$ cat src/rtl/seq_muldiv.sv
// rtl/seq_muldiv.sv - sequential radix-2 multiplier and restoring divider
// Division datapath is present only when SEQ_MULDIV_DIV_EN is defined.
module seq_muldiv #(
    parameter int WIDTH = 32
) (
    input  logic             clk,
    input  logic             reset,
    input  logic             start,
    input  logic [1:0]       op,
    input  logic [WIDTH-1:0] src_a,
    input  logic [WIDTH-1:0] src_b,
    output logic             busy,
    output logic             done,
    output logic [WIDTH-1:0] hi,
    output logic [WIDTH-1:0] lo,
    output logic             div_zero,
    output logic             unsupported
);
    localparam int CW = $clog2(WIDTH) + 1;

    typedef enum logic [1:0] {IDLE, RUN, FIX, DONE} state_t;

    state_t             state_q, state_d;
    logic [CW-1:0]      cnt_q, cnt_d;
    logic [2*WIDTH:0]   acc_q, acc_d;
    logic [WIDTH-1:0]   a_abs_q, a_abs_d, b_abs_q, b_abs_d;
    logic               sign_a_q, sign_a_d, sign_b_q, sign_b_d;
    logic               busy_q, busy_d, done_q, done_d;
    logic               dz_q, dz_d, unsup_q, unsup_d;
    logic [WIDTH-1:0]   hi_q, hi_d, lo_q, lo_d;

    logic [WIDTH:0]     mul_sum;
    logic [2*WIDTH-1:0] product;

    // acc holds {partial product (WIDTH+1), remaining multiplier bits (WIDTH)}
    assign mul_sum = acc_q[2*WIDTH:WIDTH] + (acc_q[0] ? {1'b0, a_abs_q} : {(WIDTH+1){1'b0}});
    assign product = (sign_a_q ^ sign_b_q) ? -acc_q[2*WIDTH-1:0] : acc_q[2*WIDTH-1:0];

`ifdef SEQ_MULDIV_DIV_EN
    logic               is_div_q, is_div_d;
    logic [WIDTH:0]     div_shift, div_trial;
    logic [WIDTH-1:0]   quo_fix, rem_fix;

    // For divide acc holds {remainder (WIDTH+1), dividend/quotient (WIDTH)}
    assign div_shift = {acc_q[2*WIDTH-1:WIDTH], acc_q[WIDTH-1]};
    assign div_trial = div_shift - {1'b0, b_abs_q};
    assign quo_fix   = (sign_a_q ^ sign_b_q) ? -acc_q[WIDTH-1:0] : acc_q[WIDTH-1:0];
    assign rem_fix   = sign_a_q ? -acc_q[2*WIDTH-1:WIDTH] : acc_q[2*WIDTH-1:WIDTH];
`endif

    always_comb begin
        state_d  = state_q;
        cnt_d    = cnt_q;
        acc_d    = acc_q;
        a_abs_d  = a_abs_q;
        b_abs_d  = b_abs_q;
        sign_a_d = sign_a_q;
        sign_b_d = sign_b_q;
        dz_d     = dz_q;
        unsup_d  = unsup_q;
        hi_d     = hi_q;
        lo_d     = lo_q;
`ifdef SEQ_MULDIV_DIV_EN
        is_div_d = is_div_q;
`endif
        case (state_q)
            IDLE: if (start) begin
                dz_d     = 1'b0;
                unsup_d  = 1'b0;
                cnt_d    = '0;
                sign_a_d = ~op[0] & src_a[WIDTH-1];
                sign_b_d = ~op[0] & src_b[WIDTH-1];
                a_abs_d  = sign_a_d ? -src_a : src_a;
                b_abs_d  = sign_b_d ? -src_b : src_b;
                state_d  = RUN;
`ifdef SEQ_MULDIV_DIV_EN
                is_div_d = op[1];
                acc_d    = {{(WIDTH+1){1'b0}}, (op[1] ? a_abs_d : b_abs_d)};
                if (op[1] && (src_b == '0)) begin
                    dz_d    = 1'b1;
                    state_d = DONE;
                end
`else
                acc_d    = {{(WIDTH+1){1'b0}}, b_abs_d};
                if (op[1]) begin
                    unsup_d = 1'b1;
                    state_d = DONE;
                end
`endif
            end
            RUN: begin
                cnt_d = cnt_q + 1'b1;
                acc_d = {1'b0, mul_sum, acc_q[WIDTH-1:1]};
`ifdef SEQ_MULDIV_DIV_EN
                if (is_div_q) begin
                    acc_d = div_trial[WIDTH] ? {div_shift, acc_q[WIDTH-2:0], 1'b0}
                                             : {div_trial, acc_q[WIDTH-2:0], 1'b1};
                end
`endif
                if (cnt_q == CW'(WIDTH - 1)) state_d = FIX;
            end
            FIX: begin
                state_d    = DONE;
                {hi_d, lo_d} = product;
`ifdef SEQ_MULDIV_DIV_EN
                if (is_div_q) begin
                    hi_d = rem_fix;
                    lo_d = quo_fix;
                end
`endif
            end
            default: state_d = IDLE;
        endcase
        busy_d = (state_d != IDLE);
        done_d = (state_d == DONE);
    end

    always_ff @(posedge clk or negedge reset) begin
        if (!reset) begin
            state_q  <= IDLE;
            cnt_q    <= '0;
            acc_q    <= '0;
            a_abs_q  <= '0;
            b_abs_q  <= '0;
            sign_a_q <= 1'b0;
            sign_b_q <= 1'b0;
            busy_q   <= 1'b0;
            done_q   <= 1'b0;
            dz_q     <= 1'b0;
            unsup_q  <= 1'b0;
            hi_q     <= '0;
            lo_q     <= '0;
`ifdef SEQ_MULDIV_DIV_EN
            is_div_q <= 1'b0;
`endif
        end else begin
            state_q  <= state_d;
            cnt_q    <= cnt_d;
            acc_q    <= acc_d;
            a_abs_q  <= a_abs_d;
            b_abs_q  <= b_abs_d;
            sign_a_q <= sign_a_d;
            sign_b_q <= sign_b_d;
            busy_q   <= busy_d;
            done_q   <= done_d;
            dz_q     <= dz_d;
            unsup_q  <= unsup_d;
            hi_q     <= hi_d;
            lo_q     <= lo_d;
`ifdef SEQ_MULDIV_DIV_EN
            is_div_q <= is_div_d;
`endif
        end
    end

    assign busy        = busy_q;
    assign done        = done_q;
    assign hi          = hi_q;
    assign lo          = lo_q;
    assign div_zero    = dz_q;
    assign unsupported = unsup_q;
endmodule

$ cat config.mk
export PLATFORM = sky130hd
export DESIGN_NAME = seq_muldiv
export DESIGN_NICKNAME = d
export VERILOG_FILES = /design/src/rtl/seq_muldiv.sv
export SDC_FILE = /design/constraint.sdc
export NUM_CORES = 1
export LEC_CHECK = 0
export ABC_AREA = 1
export BUFFER_PORTS_ARGS = -buffer_cell sky130_fd_sc_hd__buf_2
export CORE_ASPECT_RATIO = 1.4
export CORE_UTILIZATION = 55
export CTS_CLUSTER_DIAMETER = 150
export DETAILED_ROUTE_END_ITERATION = 16
export PLACE_DENSITY = 0.75
export SYNTH_ARGS = -nofsm -noshare
export SYNTH_HDL_FRONTEND = slang
export SYNTH_SLANG_ARGS = --single-unit
$ cat constraint.sdc
create_clock -name clk -period 2.83 [get_ports clk]
set_input_delay 0.4245 -clock clk [delete_from_list [all_inputs] [get_ports clk]]
set_output_delay 0.4245 -clock clk [all_outputs]
set_load 0.005 [all_outputs]
==> results_dict.tcl <==
set metrics [dict create \
    rows 66 \
    pin_count 137 \
    timing.slew.headroom_pct 40.07 \
    hold_depth 3 \
    numPortBuffers 135 \
    syn_nets 2174 \
    die_w_um 132.4 \
    setup_violations 0 \
    crit_arrival_ns 2.65 \
    finalNetCount 2292 \
    diodes 0 \
    htreeDepth 4 \
    worstSetupPathType "flop to flop" \
    first_iter_violations 1015 \
    post_drt_wl_per_cell_um 14.86 \
    initial_core_util_pct 56.25 \
    first_global_vias 12530 \
    firstDrtPassIters 6 \
    skew_ns 0.01249 \
    coreArea_um2 23290 \
    grt_use_total_pct 31.90 \
    synthCells 2068 \
    max_stage_delay_ns 0.48 \
    synth_top_cell_by_area "dfrtp_1" \
    powerDensity_nw_per_um2 1073 \
    irDropWorstVdd_v 0.0005465 \
    ys.flop_type "dfrtp_1" \
    vias 13320 \
    cpLargestDelayFamily "simple AND/OR/NAND/NOR gates" \
    cts_buffer_depth 2 \
    gp_congestion 0.9896 \
    synthesis.area_um2 13100 \
    cp-end-kind "flop" \
    cts_buffers 17 \
    worstPathRequired_ns 3.13 \
    async_flop_share_pct 100.0 \
    timing.final.crit_share_pct 83.16 \
    cp_common_cell "nand2_1" \
    ys_warn_count 0 \
    syn_to_final_growth_pct 12.27 \
    drc 0 \
    antenna_found_initial 0 \
    yosysTopAreaCellShare_pct 33.05 \
    syn_avg_cell_area_um2 6.334 \
    r2r_cells 15 \
    finalHoldViolations 0 \
    hpwl_um 29740 \
    cts_tree "built" \
    final.fill_count 2300 \
    p_leak_nw 8.017 \
    crit_fanout 5 \
    synth_seq_area_share_pct 33.05 \
    post-cts-setup-buffers 0 \
    clkTransAtPathRegs_ns 0.07 \
    grt_pass1_wl_um 61660 \
    min_period_ns 2.353 \
    overflow 0 \
    synth-edff-count 0 \
    ant_nets 0 \
    post-route-util_pct 63.15 \
    path_buf_inv 3 \
    cap_violations 0 \
    hold_class "input pin to flop" \
    routed_via_density 5.318 \
    path_cells "nand2_1 -> inv_1 -> ha_1 -> inv_1 -> fa_1 -> inv_1 -> nand3_1 -> nand3_1 -> nand2_1 -> nand3_1 -> nand2_1 -> nand2_1 -> nand2_1 -> nand3_1 -> o21ai_0" \
    die_area_um2 24450 \
    clock_latency_ns 0.45 \
    synth_cell_types 45 \
    slowest_stage "dfrtp_1" \
    drv_slew 0 \
    tightest_slew_ns 0.8977 \
    startpoint_type "flop" \
    wl_um 37210 \
    cp.depth 15 \
    reg2reg_slack_ns 0.48 \
    synth-seq-cells 173 \
    fmax_mhz 424.9 \
    drive_gt1_share_pct 10.65 \
    cts-root-buf "clkbuf_16" \
    setup_tns_ns 0 \
    rsz0062_at_grt "no" \
    synth_area_leaders "dfrtp_1 33%, nand2_1 21%, inv_1 7.7%, nand3_1 7.3%, nor2_1 6.4%" \
    status "completed" \
    clock-sinks 173 \
    die_h_um 184.6 \
    grt_max_degree 61 \
]
[layout by cell type, fill, tap and decap left out, drive strengths merged, types with 2 or more instances in the layout]
master  count
nand4      26
buf       153
a22oi      26
o22ai       5
nor3       11
ha         36
o21ai     143
inv       279
a21oi      36
clkbuf     18
o21bai      6
nand2     750
nor2      244
dfrtp     173
nand3b      7
or2         3
bufinv      2
a31oi       4
xor2       44
o31ai       4
clkinv      6
nand3     197
xnor2      13
o211ai      4
[state kept, by name (all words and copies together), names as in the netlist]
register and flops:
acc_q 64, a_abs_q 32, hi 32, lo 32, cnt_q 6, state_q 2
busy 1, done 1, sign_a_q 1, sign_b_q 1, unsupported 1
[worst min-delay path, stage by stage]
cell	delay, ns
buf_2	0.11
nand2_1	0.06
o21ai_1	0.06
[routing by layer]
metal | wire [um] | global-route usage, % | vias to the layer above
met3 | 2158 | 3.520 | 70
met5 | 0 | 0 | -
met2 | 17500 | 53.35 | 470
li1 | - | - | 6780
met4 | 1032 | 12.05 | 0
met1 | 16520 | 42.47 | 5996
[area by class of cell]
cell class	count	area, um2	area share [%]
multi-input cells	1565	7482	50.88
flip-flops and latches	173	4329	29.44
clock inverters	13	161.4	1.098
inverters	275	1035	7.036
repair buffers	154	877.1	5.964
clock buffers	18	439.2	2.986
well taps	306	382.9	2.603
[final timing paths]
kind                           start   endpoint
setup / recovery            acc_q[0]  acc_q[51]
hold / removal             src_b[31]  acc_q[31]
setup reg to reg            acc_q[0]  acc_q[51]
hold reg to reg               hi[12]     hi[12]
max in group asynchronous      reset     lo[29]
min in group asynchronous      reset     lo[15]
[synth_stat cells, drive strengths merged, types with 3 or more instances]
cell type	instances
o211ai	4
o21bai	6
nor3	11
buf	32
clkbuf	23
xnor2	13
a22oi	26
o31ai	4
nand4	26
or2	3
nor2	244
nand2	750
a21oi	36
o22ai	5
xor2	44
nand3b	7
inv	275
nand3	197
dfrtp	173
a31oi	4
ha	36
o21ai	143
[metrics by stage]
| step | power, mW | hold WS [ns] | std cells | worst slack (ns) | instance area, um2 |
|---|---|---|---|---|---|
| CTS | 15.72 | 0.2366 | 2504 | 0.4920 | 14710 |
| global placement | 13.08 | 0.4093 | 2472 | 0.5574 | 14100 |
| detailed placement | 13.28 | 0.4122 | 2472 | 0.5052 | 14100 |
| floorplan | 10.67 | 0.1289 | 2068 | 0.5512 | 13100 |
| finish | 15.78 | 0.2446 | 2504 | 0.4766 | 14710 |
| global route | 17.22 | 0.2690 | 2504 | 0.2108 | 14710 |
[report_power, final]
part	internal (mW)	switching, mW	total [mW]
combinational	3.01	5.46	8.47
clock	1.34	1.05	2.40
sequential	3.66	1.26	4.91
total	8.01	7.77	15.8
[repair_timing]
action,4_1_cts,5_1_grt
endpoints found under the setup margin,0,0
endpoints found under the hold margin,50,0
hold buffers,1,0
resized for setup,0,0
[kinds of logic (layout without fill, tap and decap cells)]
| family | after synthesis | in the layout | share of synthesized area, % |
|---|---|---|---|
| DFF | 173 | 173 | 33.05 |
| and+or+nand+nor | 1239 | 1239 | 39.51 |
| other | 1 | 1 | 0.02863 |
| AOI/OAI and AO/OA | 231 | 231 | 10.13 |
| buffers and inverters | 330 | 460 | 9.886 |
| xor gates and xnor gates | 57 | 57 | 3.811 |
| adders and majority gates | 37 | 37 | 3.592 |
(Power assumes the default switching activity.)
